[src/rtl/uart_tx_seq_if.sv]
// ----------------------------------------------------------------------------
// uart_tx_seq_if
//
// Purpose: bundles the two buses of the UART TX sequencer: the upstream byte
// stream (valid/ready) and the register write port toward the UART core.
//
// Signals:
//   s_data_i     [7:0]   byte offered by the upstream source
//   s_valid_i            byte valid, held stable until accepted
//   s_ready_o            sequencer accepts the byte this cycle
//   reg_addr_o   [11:0]  core register address (0 outside write cycles)
//   reg_wdata_o  [31:0]  core register write data (0 outside write cycles)
//   reg_we_o             single-cycle register write strobe
//
// Modports:
//   master - the sequencer (consumes the stream, drives the register port)
//   slave  - the environment (byte source and UART core)
// ----------------------------------------------------------------------------
interface uart_tx_seq_if;
    logic [7:0]  s_data_i;
    logic        s_valid_i;
    logic        s_ready_o;
    logic [11:0] reg_addr_o;
    logic [31:0] reg_wdata_o;
    logic        reg_we_o;

    modport master (
        input  s_data_i, s_valid_i,
        output s_ready_o, reg_addr_o, reg_wdata_o, reg_we_o
    );

    modport slave (
        output s_data_i, s_valid_i,
        input  s_ready_o, reg_addr_o, reg_wdata_o, reg_we_o
    );
endinterface

[src/rtl/uart_tx_seq.sv]
// ----------------------------------------------------------------------------
// uart_tx_seq
//
// Purpose: register-port sequencer in front of the UART core. It collects
// bytes from a valid/ready stream into bursts of up to MAX_BURST bytes. For
// each burst it programs the baud divisor, enables TX-FIFO loading, writes the
// bytes, programs the FIFO level, starts transmission, and then waits for the
// core's transmit-complete interrupt. Every register write lasts one cycle and
// is followed by one idle gap cycle.
//
// Parameters:
//   MAX_BURST    bytes per burst before a forced flush (1..7)
//   IDLE_CYCLES  consecutive empty load slots before a partial burst flushes
//   TX_TIMEOUT   WAIT_TX watchdog limit in cycles (only with the macro below)
//
// Build option:
//   UART_TX_SEQ_TIMEOUT_EN - when defined, a WAIT_TX watchdog is built; on
//   expiry err_timeout_o is set (sticky until rst_i) and the burst is stopped.
//   When undefined, WAIT_TX waits indefinitely and err_timeout_o is 0.
//
// Ports:
//   clk_i          clock, all logic on the rising edge
//   rst_i          synchronous, active-high reset
//   baud_i  [15:0] clocks-per-bit, captured when a burst starts
//   intr_tx_i      core transmit-complete interrupt (only looked at in WAIT_TX)
//   busy_o         high whenever the sequencer is not idle
//   err_timeout_o  sticky watchdog error
//   bus            stream input and core register write port (master side)
// ----------------------------------------------------------------------------
module uart_tx_seq #(
    parameter int MAX_BURST   = 7,
    parameter int IDLE_CYCLES = 64
`ifdef UART_TX_SEQ_TIMEOUT_EN
    ,
    parameter int TX_TIMEOUT  = 1000000
`endif
) (
    input  logic          clk_i,
    input  logic          rst_i,
    input  logic [15:0]   baud_i,
    input  logic          intr_tx_i,
    output logic          busy_o,
    output logic          err_timeout_o,
    uart_tx_seq_if.master bus
);
    localparam int                IDLE_W   = $clog2(IDLE_CYCLES + 1);
    localparam logic [2:0]        MAX_CNT  = 3'(MAX_BURST);
    localparam logic [IDLE_W-1:0] IDLE_MAX = IDLE_W'(IDLE_CYCLES);

    localparam logic [11:0] ADDR_BAUD   = 12'h000;
    localparam logic [11:0] ADDR_TXDATA = 12'h004;
    localparam logic [11:0] ADDR_FEN    = 12'h014;
    localparam logic [11:0] ADDR_LEVEL  = 12'h018;
    localparam logic [11:0] ADDR_START  = 12'h01C;

    typedef enum logic [3:0] {
        S_IDLE,
        S_CFG_BAUD,
        S_CFG_FEN,
        S_LOAD,
        S_FEN_OFF,
        S_CFG_LEVEL,
        S_START,
        S_WAIT_TX,
        S_STOP
    } state_t;

    state_t            r_state, w_next_state;
    logic              r_gap, w_next_gap;     // 0: write/slot cycle, 1: gap cycle
    logic [2:0]        r_count, w_next_count; // bytes written in this burst
    logic [IDLE_W-1:0] r_idle, w_next_idle;   // consecutive empty load slots
    logic [15:0]       r_baud;
    logic              w_expire;

    logic              w_ready;
    logic              w_we;
    logic [11:0]       w_addr;
    logic [31:0]       w_wdata;

    // NOTE: every signal assigned here gets a default first, so no path
    // leaves a value unassigned and no latch is inferred; blocking '=' is
    // correct for this purely combinational block.
    always_comb begin
        w_next_state = r_state;
        w_next_gap   = ~r_gap;
        w_next_count = r_count;
        w_next_idle  = r_idle;
        w_ready      = 1'b0;
        w_we         = 1'b0;
        w_addr       = '0;
        w_wdata      = '0;

        unique case (r_state)
            S_IDLE: begin
                w_next_gap = 1'b0;
                if (bus.s_valid_i) w_next_state = S_CFG_BAUD;
            end
            S_CFG_BAUD: begin
                if (!r_gap) begin
                    w_we    = 1'b1;
                    w_addr  = ADDR_BAUD;
                    w_wdata = {16'd0, r_baud};
                end else begin
                    w_next_state = S_CFG_FEN;
                end
            end
            S_CFG_FEN: begin
                if (!r_gap) begin
                    w_we    = 1'b1;
                    w_addr  = ADDR_FEN;
                    w_wdata = 32'd1;
                end else begin
                    w_next_state = S_LOAD;
                end
            end
            S_LOAD: begin
                if (!r_gap) begin
                    // Slot cycle: a byte may be accepted and written here.
                    w_ready = (r_count < MAX_CNT);
                    if (bus.s_valid_i && w_ready) begin
                        w_we         = 1'b1;
                        w_addr       = ADDR_TXDATA;
                        w_wdata      = {24'd0, bus.s_data_i};
                        w_next_count = r_count + 3'd1;
                        w_next_idle  = '0;
                    end else if (r_idle != IDLE_MAX) begin
                        // Saturate so a long stall cannot wrap the counter.
                        w_next_idle = r_idle + IDLE_W'(1);
                    end
                end else if ((r_count == MAX_CNT) ||
                             ((r_count != 3'd0) && (r_idle == IDLE_MAX))) begin
                    w_next_state = S_FEN_OFF;
                end
            end
            S_FEN_OFF: begin
                if (!r_gap) begin
                    w_we   = 1'b1;
                    w_addr = ADDR_FEN;
                end else begin
                    w_next_state = S_CFG_LEVEL;
                end
            end
            S_CFG_LEVEL: begin
                if (!r_gap) begin
                    w_we    = 1'b1;
                    w_addr  = ADDR_LEVEL;
                    w_wdata = {29'd0, r_count};
                end else begin
                    w_next_state = S_START;
                end
            end
            S_START: begin
                if (!r_gap) begin
                    w_we    = 1'b1;
                    w_addr  = ADDR_START;
                    w_wdata = 32'd1;
                end else begin
                    w_next_state = S_WAIT_TX;
                end
            end
            S_WAIT_TX: begin
                w_next_gap = 1'b0;
                if (intr_tx_i || w_expire) w_next_state = S_STOP;
            end
            S_STOP: begin
                if (!r_gap) begin
                    w_we   = 1'b1;
                    w_addr = ADDR_START;
                end else begin
                    w_next_count = '0;
                    w_next_idle  = '0;
                    w_next_state = S_IDLE;
                end
            end
            default: begin
                w_next_gap   = 1'b0;
                w_next_state = S_IDLE;
            end
        endcase
    end

    // NOTE: sequential state uses non-blocking '<=' so every register samples
    // the values from before this edge, independent of statement order.
    always_ff @(posedge clk_i) begin
        if (rst_i) begin
            r_state <= S_IDLE;
            r_gap   <= 1'b0;
            r_count <= '0;
            r_idle  <= '0;
            r_baud  <= '0;
        end else begin
            r_state <= w_next_state;
            r_gap   <= w_next_gap;
            r_count <= w_next_count;
            r_idle  <= w_next_idle;
            if ((r_state == S_IDLE) && bus.s_valid_i) r_baud <= baud_i;
        end
    end

`ifdef UART_TX_SEQ_TIMEOUT_EN
    localparam int WD_W = $clog2(TX_TIMEOUT + 1);

    logic [WD_W-1:0] r_wd;
    logic            r_err;

    // r_wd counts cycles already spent in WAIT_TX, so the last allowed cycle
    // is the TX_TIMEOUT-th one and the error is visible TX_TIMEOUT cycles
    // after WAIT_TX entry.
    assign w_expire = (r_state == S_WAIT_TX) && (r_wd == WD_W'(TX_TIMEOUT - 1));

    always_ff @(posedge clk_i) begin
        if (rst_i) begin
            r_wd  <= '0;
            r_err <= 1'b0;
        end else begin
            r_wd <= (r_state == S_WAIT_TX) ? r_wd + WD_W'(1) : '0;
            // A completion interrupt in the expiry cycle takes precedence.
            if (w_expire && !intr_tx_i) r_err <= 1'b1;
        end
    end

    assign err_timeout_o = r_err;
`else
    assign w_expire      = 1'b0;
    assign err_timeout_o = 1'b0;
`endif

    assign bus.s_ready_o   = w_ready;
    assign bus.reg_we_o    = w_we;
    assign bus.reg_addr_o  = w_addr;
    assign bus.reg_wdata_o = w_wdata;
    assign busy_o          = (r_state != S_IDLE);

endmodule

[src/flat_wrapper.sv]
// flat-port wrapper written by rule: the top's interface ports become plain ports
module uart_tx_seq_flat 
#(
    parameter int MAX_BURST   = 7,
    parameter int IDLE_CYCLES = 64

)
  (clk_i, rst_i, baud_i, intr_tx_i, busy_o, err_timeout_o, bus_s_data_i, bus_s_valid_i, bus_s_ready_o, bus_reg_addr_o, bus_reg_wdata_o, bus_reg_we_o);
  uart_tx_seq_if bus_i ();
  input  logic clk_i;
  input  logic rst_i;
  input  logic [15:0] baud_i;
  input  logic intr_tx_i;
  output logic busy_o;
  output logic err_timeout_o;
  input wire logic [$bits(bus_i.s_data_i)-1:0] bus_s_data_i;
  input wire logic [$bits(bus_i.s_valid_i)-1:0] bus_s_valid_i;
  output wire logic [$bits(bus_i.s_ready_o)-1:0] bus_s_ready_o;
  output wire logic [$bits(bus_i.reg_addr_o)-1:0] bus_reg_addr_o;
  output wire logic [$bits(bus_i.reg_wdata_o)-1:0] bus_reg_wdata_o;
  output wire logic [$bits(bus_i.reg_we_o)-1:0] bus_reg_we_o;
  assign bus_i.s_data_i = bus_s_data_i;
  assign bus_i.s_valid_i = bus_s_valid_i;
  assign bus_s_ready_o = bus_i.s_ready_o;
  assign bus_reg_addr_o = bus_i.reg_addr_o;
  assign bus_reg_wdata_o = bus_i.reg_wdata_o;
  assign bus_reg_we_o = bus_i.reg_we_o;
  uart_tx_seq #(.MAX_BURST(MAX_BURST), .IDLE_CYCLES(IDLE_CYCLES)) u_core (.clk_i(clk_i), .rst_i(rst_i), .baud_i(baud_i), .intr_tx_i(intr_tx_i), .busy_o(busy_o), .err_timeout_o(err_timeout_o), .bus(bus_i));
endmodule
[config.mk]
export PLATFORM = sky130hd
export DESIGN_NAME = uart_tx_seq_flat
export DESIGN_NICKNAME = d
export VERILOG_FILES = /design/src/rtl/uart_tx_seq_if.sv /design/src/rtl/uart_tx_seq.sv /design/src/flat_wrapper.sv
export SDC_FILE = /design/constraint.sdc
export NUM_CORES = 1
export LEC_CHECK = 0
export ABC_AREA = 1
export CAP_MARGIN = 0
export CORE_MARGIN = 5
export CORE_UTILIZATION = 35
export DETAILED_ROUTE_END_ITERATION = 6
export DONT_BUFFER_PORTS = 1
export PLACE_DENSITY = 0.57
export SYNTH_ARGS = -nofsm -noshare
export SYNTH_HDL_FRONTEND = slang
export SYNTH_SLANG_ARGS = --single-unit
[constraint.sdc]
create_clock -name clk_i -period 3.35 [get_ports clk_i]
set_clock_uncertainty 0.2 [all_clocks]
set_input_delay 0.335 -clock clk_i [delete_from_list [all_inputs] [get_ports clk_i]]
set_output_delay 0.335 -clock clk_i [all_outputs]
set_load 0.02 [all_outputs]
# After elaboration in Yosys (flattened, before gate mapping)

Index checks and enable logic that the tools add are counted.

Output and inout bits: 48
Logic and storage cells: 89
Register bits: 31

Add/sub/neg operators: 2
Magnitude comparators: 1
Equal/unequal tests: 24
Reduce and logical (&&, ||, !) cells: 17
Muxes and demuxes: 38
Bitwise gates (word level): 2

Operators with widths:

| kind                  | number |
|---|---|
| $pmux W32 S4          | 1 |
| $pmux W12 S4          | 1 |
| $mux W4               | 10 |
| $pmux W4 S9           | 1 |
| $mux W32              | 1 |
| $mux W7               | 4 |
| $ne A2 B1 Y1 const B  | 9 |
| $eq A4 B3 Y1 const B  | 4 |
| $mux W16              | 1 |
| $mux W3               | 5 |
| $mux W5               | 3 |
| $pmux W7 S2           | 1 |
| $mux W12              | 1 |
| $reduce_and A10 Y1    | 1 |
| $eq A4 B2 Y1 const B  | 2 |
| $mux W8               | 1 |
| $reduce_and A4 Y1     | 2 |
| $reduce_or A2 Y1      | 4 |
| $add A7 B1 Y7 const B | 1 |
| $eq A7 B7 Y1 const B  | 1 |
| $ne A7 B7 Y1 const B  | 1 |
| $reduce_or A7 Y1      | 1 |
| $mux W1               | 6 |
| $ne A2 B2 Y1 const B  | 3 |
| 16 further kinds      | 19 |

# Longest topological paths before layout

Gate-level depths: netlist of run 1.

Depth in word-level cells: 6
Gate-level depth with buffers: 12
Gate-level depth less buffers: 12

# Worst setup path before layout of run 1

No wires, ideal clock.

Kind: register to output
From: register u_core.r_state[3]
To: output bus_reg_wdata_o[3]
Data required time: 2.815 ns
Cell stages (with the launch flop): 8
Path slack: 1.311 ns
Buffers on the path: 0
Arrival: 1.504 ns
Path through: dfxtp_1 -> nor2_4 -> nand2_4 -> nor2_1 -> nand2_1 -> clkinv_1 -> nand2_1 -> o21ai_0

Longest elaborated chain between the ends: 3
Elaborated cells on any way between the ends: 7

RTL lines:

| what                                                | line               | RTL |
|---|---|---|
| start: declaration                                  | uart_tx_seq.sv:68  | `state_t r_state, w_next_state;` |
| start signal: assignment                            | uart_tx_seq.sv:192 | `r_state <= w_next_state;` |
| $eq A4 B2 Y1 / $eq A4 B3 Y1 (equally long branches) | uart_tx_seq.sv:93  | `unique case (r_state)` |
| $reduce_or A2 Y1 (no line)                          | -                  |  |
| $pmux W32 S4 *                                      | uart_tx_seq.sv:93  |  |
| end: declaration                                    | flat_wrapper.sv:20 | `output wire logic [$bits(bus_i.reg_wdata_o)-1:0] bus_reg_wdata_o;` |

Mark *: on every way between the ends. The rest lies on a longest branch, timed or not.

# Worst setup path in the final report of run 1

From: register u_core.r_state[2]
To: output bus_reg_wdata_o[3]

The elaborated chain is that of the path after synthesis.

==> results.cfg, run 1 <==
[setup_path]
worst_setup_path_end_kind = primary output
crit_path_start_kind = flip-flop
critPathMaxFanout = 9
crit_buf_inv = 1
path_cells = nor2_4 > nand2_4 > nor2_1 > nand2_1 > clkinv_1 > nand2_1 > o21ai_0
cp_slowest_stage_delay_ps = 390
cpLargestDelayFamily = simple AND/OR/NAND/NOR gates
slowest_stage = nor2_1
critical_path_required_ps = 2810
path_class = reg -> out
arrival_ps = 2050
cp_common_cell = nand2_1

[drt]
drc = 0
ant_nets = 0
wl_um = 4630
dr.pass1.iters = 4
post_drt_via_cell_ratio = 4.60
initialDrtViolationCount = 71
wl_per_cell_um = 12.0
vias = 1771

[power_and_ir_drop]
clkPwrFrac_pct = 25.3
switching_power_uw = 655
intPower_uw = 819
irDropWorstVdd_v = 0.000244
combPwrFrac_pct = 40.8
seqPwrFrac_pct = 33.9
power_density_nw_per_um2 = 705
swShare_pct = 44.4
leakage_nw = 0.962

[clock_network]
clock_path_buffers = 2
h-tree-depth = 2
cts_tree = yes
cts_resized = 0
clkTransAtPathRegs_ps = 80
root_buffer = clkbuf_8
cts.sinks = 31
cts_buffers = 5
clock_latency_ps = 280

[grt]
grt_pass1_wl_um = 7650
met2_usage_pct = 21.1
grt_use_met3_pct = 4.42
grt_max_degree = 33
use_met1_pct = 15.9
grt_busiest_layer = met2
antenna_found_initial = 0
grtUsageTotal_pct = 12.9
grt_overflow = 0
grt_pass1_vias = 1733

[synth]
synth_top_cell_area_share_pct = 30.9
synth_most_common_cell = nand2_1
synth_cell_type_count = 29
syn_inst = 313
yosys-mux-area-fraction_pct = 0
synth_adder_area_share_pct = 3.11
synth_top_family_by_area = simple AND/OR/NAND/NOR gates
synth-xor-area-share_pct = 0
synth_seq_cells = 31
ys_warn_count = 0
synth_top_area_cell = dfxtp_1
synth-compound-area-share_pct = 14.7
postSynth.asyncResetShare_pct = 0
avgSynthCellArea_um2 = 6.42
synthTopCellsByArea = dfxtp_1, nand2_1, buf_4, nor2_1, inv_1
yosys-top-cells-count = nand2_1, nor2_1, inv_1
synth_ff_type = dfxtp_1
yosysSeqAreaShare_pct = 30.9
netlist_area_um2 = 2010
synthSimpleGateAreaFrac_pct = 31.7
synth_edf_count = 0

[floorplan]
core-area_um2 = 5540
std_cell_rows = 27
initial_core_util_pct = 36.3
die_area_um2 = 7360
pin_count = 76
die_w_um = 85.8
dieHeight_um = 85.8

[sta]
min_period_ps = 2590
worst_pin_slew_ps = 1000
fmax_ghz = 0.386
maxSlewHeadroom_pct = 32.9
finalSetupViolCount = 0
rsz0062_at_grt = false
finalCritPeriodShare_pct = 77.3
final_hold_viol_count = 0
whs_ps = 45.2
drv_slew = 0
timing.setup.tns_ps = 0

[finish]
seq_area_um2 = 621
final_layout_size_suffix_gt1_share_pct = 7.99
n_antenna_cell = 0
final_nets = 345
fin_util_pct = 37.7
multi_input_area_um2 = 1090
fillers = 627
synthToLayoutAreaGrowth_pct = 3.92

[worst_hold_path]
worstHoldPathType = in -> reg

[place]
place_congestion = 0.823
portBuffers = 0
hpwlAfterDp_um = 3500

[flow_run]
drv_cap = 0

[run_status]
status = completed
worst reg2reg max path, delay by kind of cell, from the launching register on:
kind / cells / cell delay, ps
DFF: 1 / 340
and+or+nand+nor: 2 / 990
AOI/OAI and AO/OA: 2 / 570
path summary, 6_finish.rpt:
check	start	endpoint	slack (ps)	depth (start not counted)
worst max-delay path	u_core.r_state[2]	bus_reg_wdata_o[3]	760	7
worst min-delay path	baud_i[5]	u_core.r_baud[5]	50	2
worst max register to register	u_core.r_state[0]	u_core.r_baud[15]	1120	4
worst min register to register	u_core.r_baud[3]	u_core.r_baud[3]	250	2
area by class of cell:
class | count | area share (%)
Multi-Input combinational cell | 230 | 52.3
Timing Repair Buffer | 1 | 0.479
Tap cell | 72 | 4.31
Clock inverter | 3 | 2.10
Sequential cell | 31 | 29.7
Inverter | 43 | 7.78
Clock buffer | 5 | 3.29
cell usage in the layout, fill, tap and decap left out, types with 2 or more instances in the layout:
master,n
a21oi_1,22
clkbuf_8,5
clkinv_2,2
conb_1,26
dfxtp_1,31
ha_1,5
inv_1,38
inv_2,3
nand2_1,66
nand2_2,3
nand2_4,2
nand3_1,19
nand4_1,3
nor2_1,43
nor2_2,3
nor2_4,2
o21ai_0,24
o21ai_1,3
o221ai_1,2
registers in the layout, indices dropped and copies added (netlist names):
signal and cells:
u_core.r_gap 1, u_core.r_baud 16, u_core.r_count 3, u_core.r_state 4, u_core.r_idle 7
logic make-up (layout without fill, tap and decap cells):
logic type,count (synthesis),after routing
buffers and inverters,77,52
other,1,26
DFF,31,31
adders and majority gates,5,5
AOI/OAI and AO/OA,55,55
and+or+nand+nor,144,144
stage by stage:
stage | cell area, um2 | power [mW] | std cells | setup slack, ps
6_report | 2090 | 1.47 | 385 | 761
5_1_grt | 2090 | 1.59 | 385 | 547
4_1_cts | 2090 | 1.49 | 385 | 737
3_5_place_dp | 1970 | 1.11 | 376 | 1050
3_3_place_gp | 1970 | 1.11 | 376 | 1090
2_1_floorplan | 2100 | 1.03 | 338 | 1310
power groups by stage:
stage          clock (mW)  sequential (mW)  combinational, mW
3_3_place_gp            0            0.505              0.605
3_5_place_dp            0            0.507              0.603
4_1_cts             0.384            0.499              0.608
2_1_floorplan           0            0.497              0.538
6_report            0.373            0.499              0.602
5_1_grt             0.396            0.509              0.687
layer usage:
layer | part of all wire, % | wire (um)
met5 | 0 | 0
met4 | 0.69 | 32
met3 | 8.8 | 407
met2 | 44 | 2040
met1 | 46 | 2140
repair_timing:
| action | CTS | global route |
|---|---|---|
| hold buffers | 1 | 0 |
| buffers inserted | 0 | 0 |
| endpoints found under the hold margin | 8 | 0 |
(Power assumes the default switching activity.)
==> run 2: changes to the inputs <==
==> constraint.sdc (replaced) <==
create_clock -name clk_i -period 2.7 [get_ports clk_i]
set_clock_uncertainty 0.2 [all_clocks]
set_input_delay 0.27 -clock clk_i [delete_from_list [all_inputs] [get_ports clk_i]]
set_output_delay 0.27 -clock clk_i [all_outputs]
set_load 0.02 [all_outputs]
==> results.cfg, run 2 (synthesis gave the netlist of run 1 again) <==
[finish]
final_common_cell = nand2_1
top_register = u_core.r_baud
final_cell_mix = nand2_1, nor2_1, inv_1, dfxtp_1, conb_1
synthToLayoutAreaGrowth_pct = 12.4
final_layout_size_suffix_gt1_share_pct = 8.68
postLayoutCellArea_um2 = 2260
largest_reg_flops = 16
seq_area_um2 = 621
multi_input_area_um2 = 1090
reg_top3 = u_core.r_baud: 16 flops, u_core.r_idle: 7 flops, u_core.r_state: 4 flops
final_nets = 366
fillers = 605
n_antenna_cell = 0
layout.cells.non_filler = 406

[clock_network]
clock_latency_ps = 280
h-tree-depth = 2
root_buffer = clkbuf_8
clock_path_buffers = 2
cts_buffers = 5
clkTransAtPathRegs_ps = 70
cts_tree = yes
cts.sinks = 31

[place]
portBuffers = 0
placed_area_um2 = 2000
hpwlAfterDp_um = 3490
dp_cells = 381
place_congestion = 0.805

[power_and_ir_drop]
irDropWorstVdd_v = 0.000407
intPower_uw = 953
power_density_nw_per_um2 = 789
total_power_mw = 1.78
leakage_nw = 1.04
seqPwrFrac_pct = 34.7
clkPwrFrac_pct = 20.4
combPwrFrac_pct = 44.9
switching_power_uw = 830
swShare_pct = 46.5

[drt]
drc = 0
post_drt_via_cell_ratio = 4.54
ant_nets = 0
initialDrtViolationCount = 152
dr.pass1.iters = 4
wl_per_cell_um = 12.1
wl_um = 4910
vias = 1842

[floorplan]
initial_core_util_pct = 36.3
pin_count = 76
core-area_um2 = 5540
std_cell_rows = 27
dieHeight_um = 85.8
die_w_um = 85.8
die_area_um2 = 7360

[sta]
finalCritPeriodShare_pct = 88.6
rsz0062_at_grt = false
timing.setup.tns_ps = 0
drv_slew = 0
worst_pin_slew_ps = 625
min_period_ps = 2390
maxSlewHeadroom_pct = 58.3
finalSetupViolCount = 0
final_hold_viol_count = 0
fmax_ghz = 0.418

[run_status]
status = completed

[grt]
grt_pass1_wl_um = 8120
grtUsageTotal_pct = 13.8
grt_max_degree = 33
grt_overflow = 0
grt_pass1_vias = 1678
antenna_found_initial = 0

[setup_path]
critPathMaxFanout = 15
path_class = reg -> out
critical_path_required_ps = 2230
worst_setup_path_end_kind = primary output
crit_path_start_kind = flip-flop
arrival_ps = 1920

[flow_run]
drv_cap = 0

[worst_hold_path]
worstHoldPathType = in -> reg
run 2: cell types whose count changed in the layout (fill, tap and decap cells not counted), sizes merged:
| cell | change |
|---|---|
| bufinv | -1 |
| clkinv | -1 |
| dlygate4sd3 | +16 |
| clkbuf | +1 |
| buf | +5 |
| clkinvlp | +1 |
run 2: metrics by stage:
stage          hold WS, ps  util (%)  setup slack, ps
2_1_floorplan          223         -              726
3_3_place_gp           142      36.2              648
3_5_place_dp           144      36.2              583
4_1_cts                180      40.8              265
5_1_grt                241      40.8              113
6_report               170      40.8              308
run 2: worst max-delay path: stages (launching register included):
cell	delay [ps]
dfxtp_1	350
nor2_4	210
inv_1	90
nor2_1	90
inv_1	40
nor2_1	120
inv_1	220
o221ai_1	520
run 2: path summary, 6_finish.rpt:
check / from / to / slack (ps) / cells past startpoint
worst max-delay path: u_core.r_state[3] / bus_reg_wdata_o[2] / 310 / 7
worst min-delay path: intr_tx_i / u_core.r_state[3] / 170 / 6
worst max register to register: u_core.r_idle[0] / u_core.r_idle[1] / 960 / 8
worst min register to register: u_core.r_baud[12] / u_core.r_baud[12] / 260 / 2
run 2: power by group through the flow:
stage / Clock, mW / Combinational, mW / Sequential [mW]
finish: 0.364 / 0.800 / 0.619
global route: 0.396 / 0.907 / 0.630
CTS: 0.371 / 0.796 / 0.617
detailed placement: 0 / 0.771 / 0.628
global placement: 0 / 0.772 / 0.626
floorplan: 0 / 0.667 / 0.616
run 2: routing by layer:
layer	wire [um]	up-vias	global-route usage, %
li1	-	975	-
met4	76	0	4.89
met5	0	-	0
met1	2260	798	17.9
met2	2220	62	22.0
met3	354	7	3.84
run 2: cell type report:
| type | instances | share of cell area [%] |
|---|---|---|
| Tap cell | 72 | 3.99 |
| Clock buffer | 6 | 3.21 |
| Clock inverter | 2 | 0.554 |
| Multi-Input combinational cell | 230 | 48.4 |
| Timing Repair Buffer | 22 | 9.19 |
| Sequential cell | 31 | 27.5 |
| Inverter | 43 | 7.20 |
run 2: timing repair:
action | in CTS | in global routing
resized for setup | 0 | 0
hold buffers | 17 | 0
setup buffers | 0 | 0
endpoints found under the hold margin | 24 | 0
==> run 3: changes to the inputs <==
--- a/config.mk
+++ b/config.mk
@@ -9,9 +9,11 @@
 export CAP_MARGIN = 0
 export CORE_MARGIN = 5
 export CORE_UTILIZATION = 35
+export CTS_CLUSTER_SIZE = 25
 export DETAILED_ROUTE_END_ITERATION = 6
 export DONT_BUFFER_PORTS = 1
 export PLACE_DENSITY = 0.57
+export SKIP_CTS_REPAIR_TIMING = 1
 export SYNTH_ARGS = -nofsm -noshare
 export SYNTH_HDL_FRONTEND = slang
 export SYNTH_SLANG_ARGS = --single-unit
==> results.cfg, run 3 (synthesis gave the netlist of run 1 again) <==
[floorplan]
initial_core_util_pct = 36.3
dieHeight_um = 85.8
die_area_um2 = 7360
std_cell_rows = 27
pin_count = 76
core-area_um2 = 5540
die_w_um = 85.8

[grt]
grt_pass1_wl_um = 7510
antenna_found_initial = 0
grt_overflow = 0
grt_max_degree = 33
grt_pass1_vias = 1576
grtUsageTotal_pct = 12.7

[power_and_ir_drop]
intPower_uw = 944
total_power_mw = 1.76
switching_power_uw = 821
irDropWorstVdd_v = 0.000390
power_density_nw_per_um2 = 817
swShare_pct = 46.5
clkPwrFrac_pct = 20.6
leakage_nw = 0.996
seqPwrFrac_pct = 35.1
combPwrFrac_pct = 44.3

[sta]
rsz0062_at_grt = false
whs_ps = -17.7
finalSetupViolCount = 0
worst_slack_ps = 306
timing.setup.tns_ps = 0
worst_pin_slew_ps = 625
min_period_ps = 2390
fmax_ghz = 0.418
final_hold_viol_count = 10
maxSlewHeadroom_pct = 58.3
drv_slew = 0
finalCritPeriodShare_pct = 88.7

[drt]
post_drt_via_cell_ratio = 4.56
dr.pass1.iters = 4
wl_per_cell_um = 11.9
drc = 0
vias = 1807
wl_um = 4690
initialDrtViolationCount = 102
ant_nets = 0

[clock_network]
h-tree-depth = 2
root_buffer = clkbuf_8
cts_buffers = 5
cts.sinks = 31
clock_path_buffers = 2
clkTransAtPathRegs_ps = 70
cts_tree = yes
clock_latency_ps = 280

[finish]
largest_reg_flops = 16
final_cell_mix = nand2_1, nor2_1, inv_1, dfxtp_1, conb_1
n_antenna_cell = 0
top_register = u_core.r_baud
final_nets = 356
synthToLayoutAreaGrowth_pct = 7.41
postLayoutCellArea_um2 = 2160
reg_top3 = u_core.r_baud: 16 flops, u_core.r_idle: 7 flops, u_core.r_state: 4 flops
final_layout_size_suffix_gt1_share_pct = 8.95
fin_util_pct = 39.0
final_common_cell = nand2_1
layout.cells.non_filler = 396

[place]
dp_cells = 381
dp_slack_ps = 583
placed_area_um2 = 2000
place_congestion = 0.805
hpwlAfterDp_um = 3490
portBuffers = 0

[setup_path]
critical_path_required_ps = 2230
worst_setup_path_end_kind = primary output
arrival_ps = 1920
path_class = reg -> out
critPathMaxFanout = 15
crit_path_start_kind = flip-flop

[run_status]
status = complete, but fails checks
violations = negative hold slack

[worst_hold_path]
worstHoldPathType = in -> reg

[flow_run]
drv_cap = 0
[run 3: layer usage]
layer	wire, um	vias to the layer above	GRT usage [%]
met5	0	-	0
met4	77	0	4.89
met3	402	6	4.42
met2	1990	64	18.2
met1	2230	787	17.5
li1	-	950	-
[run 3: final timing paths]
kind	startpoint	endpoint	slack [ps]	cells after the start
setup reg to reg	u_core.r_idle[0]	u_core.r_idle[1]	970	8
hold reg to reg	u_core.r_baud[12]	u_core.r_baud[12]	260	2
hold / removal	baud_i[10]	u_core.r_baud[10]	-20	2
setup / recovery	u_core.r_state[3]	bus_reg_wdata_o[2]	310	7
[run 3: critical path, stage by stage (launching register included)]
cell,delay (ps)
dfxtp_1,350
nor2_4,210
inv_1,90
nor2_1,90
inv_1,40
nor2_1,120
inv_1,220
o221ai_1,520
[run 3: layout make-up]
| class | count | area (um2) |
|---|---|---|
| Sequential cell | 31 | 621 |
| Inverter | 43 | 163 |
| Clock inverter | 2 | 12.5 |
| Multi-Input combinational cell | 230 | 1090 |
| Clock buffer | 6 | 72.6 |
| Timing Repair Buffer | 12 | 108 |
| Tap cell | 72 | 90.1 |
| Fill cell | 609 | 3380 |
[run 3: power groups by stage]
| stage | combinational (mW) | sequential [mW] | clock [mW] |
|---|---|---|---|
| after floorplan | 0.667 | 0.616 | 0 |
| after global placement | 0.772 | 0.626 | 0 |
| after detailed placement | 0.771 | 0.628 | 0 |
| after CTS | 0.775 | 0.617 | 0.371 |
| after global routing | 0.889 | 0.630 | 0.396 |
| final | 0.781 | 0.619 | 0.364 |
